[config.mk]
export PLATFORM = sky130hd
export DESIGN_NAME = button_conditioner
export DESIGN_NICKNAME = d
export VERILOG_FILES = /design/src/rtl/button_conditioner.sv
export SDC_FILE = /design/constraint.sdc
export NUM_CORES = 1
export LEC_CHECK = 0
export ABC_AREA = 1
export CAP_MARGIN = 25
export CORE_MARGIN = 2
export CORE_UTILIZATION = 55
export CTS_CLUSTER_DIAMETER = 120
export DETAILED_ROUTE_END_ITERATION = 8
export HOLD_SLACK_MARGIN = 0.15
export PLACE_DENSITY = 0.77
export SYNTH_ARGS = -nofsm -noshare
export SYNTH_HDL_FRONTEND = slang
export SYNTH_SLANG_ARGS = --single-unit
[constraint.sdc]
create_clock -name clk -period 1.72 [get_ports clk]
set_clock_uncertainty 0.15 [all_clocks]
set_input_delay 0.43 -clock clk [delete_from_list [all_inputs] [get_ports clk]]
set_output_delay 0.43 -clock clk [all_outputs]
set_load 0.01 [all_outputs]
[src/rtl/button_conditioner.sv]
// Push-button conditioner: 2-flop synchronizer, counter debounce, press/release strobes
// and hold-to-repeat, all in the consumer's clock domain.
module button_conditioner #(
    parameter int unsigned ACTIVE_LOW      = 1,
    parameter int unsigned DEBOUNCE_CYCLES = 250_000,
    parameter int unsigned REPEAT_EN       = 1,
    parameter int unsigned REPEAT_DELAY    = 12_500_000,
    parameter int unsigned REPEAT_PERIOD   = 2_500_000
) (
    input  logic clk,
    input  logic rst,
    input  logic btn_in,
    output logic pressed,
    output logic press_pulse,
    output logic release_pulse,
    output logic repeat_pulse,
    output logic action_pulse
);

    localparam int unsigned RepMax =
        (REPEAT_DELAY > REPEAT_PERIOD) ? REPEAT_DELAY : REPEAT_PERIOD;
    localparam int unsigned DbW  = (DEBOUNCE_CYCLES > 1) ? $clog2(DEBOUNCE_CYCLES) : 1;
    localparam int unsigned RepW = (RepMax > 1) ? $clog2(RepMax) : 1;

    localparam logic            PinIdle    = (ACTIVE_LOW != 0);
    localparam logic            RepEnable  = (REPEAT_EN != 0);
    localparam logic [DbW-1:0]  DbLast     = DbW'(DEBOUNCE_CYCLES - 1);
    localparam logic [RepW-1:0] DelayLast  = RepW'(REPEAT_DELAY - 1);
    localparam logic [RepW-1:0] PeriodLast = RepW'(REPEAT_PERIOD - 1);

    typedef enum logic [1:0] {StIdle, StDelay, StRepeat} rep_state_e;

    logic            s0_q, s1_q;
    logic            act;
    logic [DbW-1:0]  db_cnt_q, db_cnt_d;
    logic            pressed_q, pressed_d;
    logic            rise, fall;
    rep_state_e      state_q, state_d;
    logic [RepW-1:0] rep_cnt_q, rep_cnt_d;
    logic            rep;
    logic            press_q, release_q, repeat_q, action_q;

    always_comb begin
        act       = PinIdle ? ~s1_q : s1_q;
        db_cnt_d  = '0;
        pressed_d = pressed_q;
        rise      = 1'b0;
        fall      = 1'b0;
        if (act != pressed_q) begin
            if (db_cnt_q == DbLast) begin
                pressed_d = act;
                rise      = act;
                fall      = ~act;
            end else begin
                db_cnt_d = db_cnt_q + 1'b1;
            end
        end
    end

    // A release edge always returns to idle and suppresses a coincident repeat.
    always_comb begin
        state_d   = state_q;
        rep_cnt_d = rep_cnt_q;
        rep       = 1'b0;
        if (fall || !RepEnable) begin
            state_d   = StIdle;
            rep_cnt_d = '0;
        end else begin
            unique case (state_q)
                StIdle: begin
                    rep_cnt_d = '0;
                    if (rise) state_d = StDelay;
                end
                StDelay: begin
                    if (rep_cnt_q == DelayLast) begin
                        rep       = 1'b1;
                        state_d   = StRepeat;
                        rep_cnt_d = '0;
                    end else begin
                        rep_cnt_d = rep_cnt_q + 1'b1;
                    end
                end
                StRepeat: begin
                    if (rep_cnt_q == PeriodLast) begin
                        rep       = 1'b1;
                        rep_cnt_d = '0;
                    end else begin
                        rep_cnt_d = rep_cnt_q + 1'b1;
                    end
                end
                default: begin
                    state_d   = StIdle;
                    rep_cnt_d = '0;
                end
            endcase
        end
    end

    always_ff @(posedge clk or posedge rst) begin
        if (rst) begin
            s0_q      <= PinIdle;
            s1_q      <= PinIdle;
            db_cnt_q  <= '0;
            pressed_q <= 1'b0;
            state_q   <= StIdle;
            rep_cnt_q <= '0;
            press_q   <= 1'b0;
            release_q <= 1'b0;
            repeat_q  <= 1'b0;
            action_q  <= 1'b0;
        end else begin
            s0_q      <= btn_in;
            s1_q      <= s0_q;
            db_cnt_q  <= db_cnt_d;
            pressed_q <= pressed_d;
            state_q   <= state_d;
            rep_cnt_q <= rep_cnt_d;
            press_q   <= rise;
            release_q <= fall;
            repeat_q  <= rep;
            action_q  <= rise | rep;
        end
    end

    assign pressed       = pressed_q;
    assign press_pulse   = press_q;
    assign release_pulse = release_q;
    assign repeat_pulse  = repeat_q;
    assign action_pulse  = action_q;

endmodule

**Word level (Yosys, flattened, before mapping)**

Cells that the tools add are included.

- Add/subtract/negate cells: 2
- Bitwise operators: 2
- Reductions and logical operators: 3
- Eq/ne operators: 9
- Mux-type cells: 18

Operator list:

| operator | count |
|---|---|
| 24-bit two-way mux | 3 |
| 24-bit case mux with 2 select lines | 1 |
| 18-bit two-way mux | 2 |
| 24-bit by 1-bit adder with 24-bit output (second input constant) | 1 |
| 24-bit by 22-bit equality test with 1-bit output (second input constant) | 1 |
| 24-bit equality test (second input constant) | 1 |
| 18-bit by 1-bit adder with 18-bit output (second input constant) | 1 |
| 18-bit equality test (second input constant) | 1 |
| 1-bit two-way mux | 7 |
| 2-bit two-way mux | 3 |
| 3-bit != test (second input constant) | 2 |
| 2-bit case mux with 3 select lines | 1 |
| 3-bit AND reduction | 1 |
| 2-bit by 1-bit equality test with 1-bit output (second input constant) | 1 |
| 2-bit equality test (second input constant) | 1 |
| 2-bit logical NOT | 1 |
| 2-bit != test (second input constant) | 1 |
| 1-bit case mux with 2 select lines | 1 |
| 2-bit AND reduction | 1 |
| 1-bit != test | 1 |
| 1-bit NOT | 1 |
| 1-bit OR | 1 |

- Bits of input ports: 3
- Output and inout bits: 5
- Logic and storage cells: 44
- Bits in registers: 51

**Longest topological paths before layout**

Gate-level depths: netlist (run 1).

- Depth in word-level cells: 6
- Gate-level depth with buffers: 11
- Depth with buffers taken out: 11

**Least setup slack after synthesis (run 1)**

Ideal clock, no wire load.

- Path type: register to register
- Start: register db_cnt_q[0]
- End: register rep_cnt_q[21]
- Path slack: 0.072 ns
- Cell stages (with the launch flop): 12
- Arrival time: 1.378 ns
- Required time: 1.450 ns
- Setup time: 0.120 ns
- Period minus slack after synthesis: 1.648 ns
- Path buffers: 1
- Cell sequence: dfrtp_1 ha_1 nand2_2 nor2_4 nand3_1 nor2_1 nand3_1 nand2_1 inv_2 nand3_4 buf_6 nor2_1

- Word-level cells in the longest chain between the ends: 4

Ends and longest elaborated chain:

| element | line | RTL |
|---|---|---|
| start: declaration | 35 | `logic [DbW-1:0] db_cnt_q, db_cnt_d;` |
| start signal: assignment | 114 | `db_cnt_q <= db_cnt_d;` |
| 18-bit equality test | 50 | `if (db_cnt_q == DbLast) begin` |
| 1-bit two-way mux | 50 |  |
| 1-bit two-way mux | 49 | `if (act != pressed_q) begin` |
| 24-bit two-way mux | 65 | `if (fall \|\| !RepEnable) begin` |
| net rep_cnt_d[21] | 39 | `logic [RepW-1:0] rep_cnt_q, rep_cnt_d;` |
| end signal: assignment | 117 | `rep_cnt_q <= rep_cnt_d;` |
| end: declaration | 39 |  |

The timed path passes the listed nets, and every way through them passes these cells.
A chain may end at the register's enable or synchronous reset.

**Worst setup path in the final report (run 1)**

- Start: register rep_cnt_q[1]
- End: register rep_cnt_q[16]

- Word-level cells in the longest chain between the ends: 4
- Elaborated cells between the ends (all ways): 7
- Those cells by class: 1 x add/sub; 2 x eq/ne; 4 x mux

Ends and longest elaborated chain:

| element | line | RTL |
|---|---|---|
| 24-bit by 1-bit adder with 24-bit output, or another cell as far along | 80, 88 |  |
| 24-bit two-way mux, on equally long branches | 84, 75 |  |
| 24-bit case mux with 2 select lines (*) | 69 | `unique case (state_q)` |
| 24-bit two-way mux (*) | 65 |  |
| net rep_cnt_d[16] | 39 |  |

The timed path passes the listed nets; every way through them passes the cells marked *.

==> results of run 1 <==
[through the flow]
stage	worst slack, ns	TNS (ns)	total power [mW]	utilization (%)
finish	-0.00929	-0.0245	2.10	70.7
detailed placement	-0.0563	-0.865	1.30	64.2
global placement	0.00398	0	1.30	64.2
floorplan	0.0724	0	1.27	-
global route	-0.120	-2.18	2.18	70.7
CTS	0.00545	0	2.12	67.7
[power by group through the flow]
stage | Clock, mW | Sequential, mW | Combinational, mW
global placement | 0 | 1.24 | 0.0657
global route | 0.885 | 1.21 | 0.0789
CTS | 0.836 | 1.21 | 0.0681
detailed placement | 0 | 1.24 | 0.0679
finish | 0.824 | 1.21 | 0.0674
floorplan | 0 | 1.23 | 0.0351
[area by class of cell]
type                       instances  area share [%]
clock inverter                     1           0.837
inverter                          55            6.00
multi-input combinational        268            42.6
timing repair buffer              46            10.3
clock buffer                       7            2.13
sequential                        51            35.8
tap                               70            2.44
[state kept, by name (all words and copies together) (netlist names)]
register and flops:
release_pulse 1, action_pulse 1, state_q 2, pressed 1, db_cnt_q 18, s0_q 1, press_pulse 1, s1_q 1
rep_cnt_q 24, repeat_pulse 1
[path summary, 6_finish.rpt]
check / end / slack [ns] / cells past startpoint
setup / recovery: rep_cnt_q[16] / -0.009 / 8
hold / removal: s1_q / 0.21 / 0
setup reg to reg: rep_cnt_q[16] / -0.009 / 8
hold reg to reg: s1_q / 0.21 / 0
max in group asynchronous: rep_cnt_q[13] / 0.70 / 3
min in group asynchronous: db_cnt_q[2] / 0.29 / 2
[what timing repair did]
item / 4_1_cts / 5_1_grt
gates resized for setup: 15 / 26
buffers inserted: 0 / 7
endpoints found under the setup margin: 27 / 34
pin swaps: 1 / 16
gates cloned: 3 / 0
[routing by layer]
layer / share of wire (%) / up-vias / track usage [%]
met4: 1.5 / 0 / 8.00
met2: 47 / 87 / 39.1
met3: 6.1 / 12 / 5.09
met1: 46 / 1248 / 35.2
met5: 0 / - / 0
li1: - / 1281 / -
[worst max-delay path, delay by kind of cell, from the launching register on]
kind | cells | cell delay [ns]
DFF | 1 | 0.40
adders and majority gates | 1 | 0.16
and+or+nand+nor | 7 | 0.91
[cells in the final DEF, fill, tap and decap left out, types with 2 or more instances in the layout]
master	Yosys	routed
or2_1	2	2
a21oi_1	6	6
nand3_4	1	4
dfrtp_2	0	3
nand4_1	11	11
dlygate4sd2_1	0	5
nor2_2	7	5
clkbuf_8	0	5
nor2_1	74	71
nor3_1	11	9
dfstp_2	2	2
dfrtp_1	49	46
xor2_1	20	20
ha_1	6	4
inv_1	51	49
xnor2_1	4	3
inv_2	4	4
nor3_2	1	3
o21ai_0	6	6
nand2_2	7	11
nor2_4	2	7
buf_4	0	38
nand2_1	76	69
clkbuf_1	0	2
clkdlybuf4s50_1	0	2
nand3_1	24	23
nand3_2	2	3
nand2_4	0	2
[cells by family after synthesis]
group           Yosys count
compound gates           14
flops                    51
simple gates            221
xor+xnor                 24
fa+ha+maj                 6
buf+inv                  58
==> impl_metrics.py, run 1 <==
metrics = {
    "setup_path": {
        "critPathSlowestCell": "dfrtp_1",
        "required_ns": 1.77,
        "setup.worst_path.start": "rep_cnt_q[1]",
        "reg2reg_from": "rep_cnt_q[1]",
        "cp-start-kind": "flip-flop",
        "endpoint_kind": "flip-flop",
        "slowest_delay_ns": 0.40,
        "worst-setup-path-type": "reg2reg",
        "cp_cell_sequence": "ha_4, nand2_2, nor2_4, nand4_1, nor2_2, nand2_4, nand3_4, nor2_1",
        "cp_max_fo": 6,
        "worstPathArrival_ns": 1.78,
    },
    "sta": {
        "fin_crit_ns": 1.73,
        "tightest_slew_ns": 0.314,
        "final-setup-viol-count": 7,
        "max_freq_mhz": 578,
        "whs_ns": 0.209,
        "slew_headroom_pct": 79.0,
        "grt_setup_unrepaired": "true",
        "worst_slack_ns": -0.00929,
        "hold_viol": 0,
        "fin_crit_sh_pct": 101,
        "slew_violations": 0,
    },
    "grt": {
        "first_global_vias": 2543,
        "grt_max_degree": 30,
        "grt_antenna_before_repair": 0,
        "grt_pass1_wl_microns": 11700,
        "track_usage_pct": 25.0,
        "grt-ovfl-total": 0,
    },
    "drt": {
        "post_drt_wl_per_cell_microns": 14.1,
        "post-route-drc-count": 0,
        "wirelength_microns": 7030,
        "viasPerCell": 5.28,
        "vias": 2628,
        "dr.pass1.iters": 5,
        "ant_nets": 0,
        "drt_iter0_markers": 228,
    },
    "cells_and_area": {
        "regArea_sq_mm": 0.00128,
        "drive_gt1_share_pct": 22.4,
        "antenna_cells": 0,
        "nets": 436,
        "multi_input_area_sq_mm": 0.00153,
        "fill_cells": 397,
        "final_area_sq_mm": 0.00359,
        "layout.cells.non_filler": 498,
        "syn_to_final_growth_pct": 25.0,
    },
    "floorplan": {
        "coreArea_sq_mm": 0.00507,
        "start_util_pct": 56.6,
        "dieArea_sq_mm": 0.00581,
        "die_h_microns": 76.2,
        "io_pins": 8,
        "num_rows": 26,
        "die_w_microns": 76.2,
    },
    "hold_path": {
        "hold_start": "s0_q",
        "hold_class": "reg2reg",
    },
    "placed_design": {
        "place.gp.congestion": 0.929,
        "post-place-cells": 480,
        "place_hpwl_microns": 4690,
        "placed_cell_area_sq_mm": 0.00326,
        "place.port_buffers": 7,
    },
    "cts": {
        "clock_path_buffers": 2,
        "cts_buffers": 5,
        "cts_tree": "yes",
        "h-tree-depth": 2,
        "clk_latency_ns": 0.30,
        "root_buffer": "clkbuf_8",
        "cts.reportedPaths.clkPinSlew_ns": 0.09,
        "cts_hold_buf": 0,
        "cts.sinks": 51,
    },
    "synth": {
        "synth-edff-count": 0,
        "ys_ff_latch": 51,
        "synth_ff_type": "dfrtp_1",
        "syn_area_sq_mm": 0.00287,
        "async_flop_share_pct": 100,
        "synth-simple-area-share_pct": 34.8,
        "yosysTopAreaCell": "dfrtp_1",
        "synth_mux_area_share_pct": 0,
        "synth_top_family_by_area": "simple AND/OR/NAND/NOR gates",
        "synth_top_area_share_pct": 42.7,
        "synth_common_cells": "76 x nand2_1, 74 x nor2_1, 51 x inv_1, 49 x dfrtp_1, 24 x nand3_1",
        "yosysUniqueCellTypes": 27,
        "synth_warnings": 0,
        "synth_fp_nets": 383,
        "synth_cells": 374,
        "synth_xor_xnor_area_share_pct": 7.32,
        "synth_compound_area_share_pct": 2.57,
        "synthAdderAreaFrac_pct": 2.62,
        "ys_top_cells_by_area": "dfrtp_1 43%, nand2_1 9.9%, nor2_1 9.7%",
        "yosysSeqAreaShare_pct": 44.6,
        "avgSynthCellArea_sq_um": 7.67,
        "yosysMostFrequentCell": "nand2_1",
    },
    "status": {
        "violations": "setup timing",
        "status": "complete, but fails checks",
    },
    "power": {
        "cellPowerDensity_mw_per_mm2": 586,
        "p_seq_share_pct": 57.6,
        "swShare_pct": 20.7,
        "peakVddDrop_mv": 0.453,
        "p_comb_share_pct": 3.2,
        "p_leak_nw": 1.64,
        "switchingPower_uw": 436,
        "p_int_mw": 1.67,
        "pwr-share-clk_pct": 39.2,
    },
    "flow_run": {
        "cap_viol_max_count": 0,
    },
}
(Power assumes the default switching activity.)
==> inputs of run 2 (changes only) <==
--- a/config.mk
+++ b/config.mk
@@ -11,6 +11,7 @@
 export CORE_UTILIZATION = 55
 export CTS_CLUSTER_DIAMETER = 120
 export DETAILED_ROUTE_END_ITERATION = 8
+export GPL_TIMING_DRIVEN = 0
 export HOLD_SLACK_MARGIN = 0.15
 export PLACE_DENSITY = 0.77
 export SYNTH_ARGS = -nofsm -noshare
==> run 2 against run 1 <==
Effect of this change:
- the flow still finishes with violations (setup timing)
- via count is 4.2% lower
- design area is 1.4% lower
- die area stayed put
- maximum frequency is 4.6% lower
- final cell count is 2.6% lower
- non-clock buffer count is 10 lower
- clock power is 7.6% lower
- count of clock-buffer cells in the layout stayed put
- sequential cell count stayed put
- register-to-register slack worse by 0.08 ns
- largest power group unchanged
- critical endpoint is now rep_cnt_q[10]
- sequential power hardly changed
- total power is 2.6% lower
==> impl_metrics.py, run 2 (synthesis gave the netlist of run 1 again) <==
metrics = {
    "power": {
        "switchingPower_uw": 447,
        "p_comb_share_pct": 3.6,
        "p_leak_nw": 1.64,
        "finalPower_mw": 2.05,
        "swShare_pct": 21.8,
        "pwr-share-clk_pct": 37.1,
        "p_int_mw": 1.60,
        "p_seq_share_pct": 59.3,
        "peakVddDrop_mv": 0.491,
        "cellPowerDensity_mw_per_mm2": 579,
    },
    "cts": {
        "cts_buffers": 5,
        "cts.sinks": 51,
        "cts.reportedPaths.clkPinSlew_ns": 0.09,
        "root_buffer": "clkbuf_8",
        "clk_latency_ns": 0.31,
        "cts_tree": "yes",
        "clock_path_buffers": 2,
        "cts_hold_buf": 0,
        "h-tree-depth": 2,
    },
    "placed_design": {
        "post-place-ws_ns": -0.175,
        "place.gp.congestion": 0.941,
        "place.port_buffers": 7,
        "place_hpwl_microns": 4340,
    },
    "cells_and_area": {
        "fin_util_pct": 69.7,
        "drive_gt1_share_pct": 24.3,
        "largestRegisters": "rep_cnt_q: 24 flops, db_cnt_q: 18 flops, state_q: 2 flops",
        "antenna_cells": 0,
        "regMostFlops": "rep_cnt_q",
        "largest_reg_flops": 24,
        "layout_commonest_cell": "nand2_1",
        "syn_to_final_growth_pct": 23.2,
        "nets": 423,
        "final_cell_mix": "67 x nand2_1, 57 x nor2_1, 49 x inv_1, 48 x dfrtp_1, 22 x buf_4",
    },
    "sta": {
        "tightest_slew_ns": 0.529,
        "fin_crit_sh_pct": 105,
        "slew_violations": 0,
        "hold_viol": 0,
        "fin_crit_ns": 1.81,
        "max_freq_mhz": 552,
        "worst_slack_ns": -0.0923,
        "slew_headroom_pct": 64.6,
        "final-setup-viol-count": 22,
        "grt_setup_unrepaired": "true",
    },
    "drt": {
        "ant_nets": 0,
        "viasPerCell": 5.19,
        "dr.pass1.iters": 5,
        "post_drt_wl_per_cell_microns": 13.8,
        "vias": 2518,
        "wirelength_microns": 6710,
        "post-route-drc-count": 0,
        "drt_iter0_markers": 222,
    },
    "grt": {
        "first_global_vias": 2331,
        "grt_max_degree": 28,
        "grt-ovfl-total": 0,
        "grt_antenna_before_repair": 0,
        "grt_pass1_wl_microns": 10800,
        "track_usage_pct": 23.1,
    },
    "floorplan": {
        "coreArea_sq_mm": 0.00507,
        "die_h_microns": 76.2,
        "dieArea_sq_mm": 0.00581,
        "num_rows": 26,
        "io_pins": 8,
        "die_w_microns": 76.2,
        "start_util_pct": 56.6,
    },
    "setup_path": {
        "cp_cell_sequence": "ha_2, nand3_1, nor2_1, nand3_1, nand2_2, nand2_2, nand3_4, buf_6, nor2_1",
        "slowest_delay_ns": 0.39,
        "critPathSlowestCell": "dfrtp_1",
        "required_ns": 1.77,
        "cp-start-kind": "flip-flop",
        "endpoint_kind": "flip-flop",
        "cp_max_fo": 6,
        "worst-setup-path-type": "reg2reg",
        "worstPathArrival_ns": 1.87,
    },
    "hold_path": {
        "hold_class": "reg2reg",
    },
    "status": {
        "violations": "setup timing",
        "status": "complete, but fails checks",
    },
    "flow_run": {
        "cap_viol_max_count": 0,
    },
}
run 2: cell count changes in the layout (fill, tap and decap cells not counted), sizes merged:
cell	previous run	this run
clkinvlp	1	3
inv	54	53
buf	39	29
nand3	30	27
bufinv	1	0
run 2: path summary, 6_finish.rpt:
path	from	to	slack (ns)	cells past startpoint
max in group asynchronous	rst	rep_cnt_q[10]	0.57	3
min in group asynchronous	rst	db_cnt_q[7]	0.35	2
hold reg to reg	s0_q	s1_q	0.21	0
setup reg to reg	rep_cnt_q[0]	rep_cnt_q[10]	-0.09	9
setup / recovery	rep_cnt_q[0]	rep_cnt_q[10]	-0.09	9
hold / removal	s0_q	s1_q	0.21	0
run 2: power groups by stage:
stage / registers (mW) / clock network (mW) / logic [mW]
after global placement: 1.24 / 0 / 0.0504
after CTS: 1.21 / 0.775 / 0.0658
after global routing: 1.22 / 0.817 / 0.0847
after floorplan: 1.23 / 0 / 0.0351
after detailed placement: 1.24 / 0 / 0.0577
final: 1.21 / 0.761 / 0.0739
run 2: timing repair:
item	CTS	global route
setup buffers	13	10
pin swaps	9	13
endpoints found under the setup margin	38	36
gates resized for setup	25	41
cloned	2	0
run 2: area by class of cell:
type | instances | area, sq um
buffer | 3 | 27.5
clock buffer | 7 | 96.3
clock inverter | 1 | 7.51
fill | 402 | 1540
inverter | 55 | 214
multi-input combinational | 265 | 1540
sequential | 51 | 1280
tap | 70 | 87.6
timing repair buffer | 33 | 283
run 2: per-layer routing:
layer  global-route usage (%)  up-vias  wire, microns
met2                     37.6       74           3300
met1                     32.5     1194           2990
met5                        0        -              0
met4                     6.73        0            133
met3                     3.20       14            281
li1                         -     1236              -
run 2: through the flow:
stage / std cells / hold WS, ns / TNS (ns) / area, sq um
floorplan: 374 / 0.195 / 0 / 2870
global placement: 451 / 0.197 / -9.57 / 3030
detailed placement: 452 / 0.198 / -4.27 / 3050
CTS: 475 / 0.211 / -0.460 / 3340
global route: 485 / 0.213 / -4.73 / 3540
finish: 485 / 0.210 / -1.61 / 3540
run 2: critical path, delay by kind of cell (launching register included):
family | cells | cell delay, ns
AND/OR/NAND/NOR | 7 | 0.78
flip-flops | 1 | 0.39
adder cells (fa/ha/maj) | 1 | 0.21
buffers and inverters | 1 | 0.16
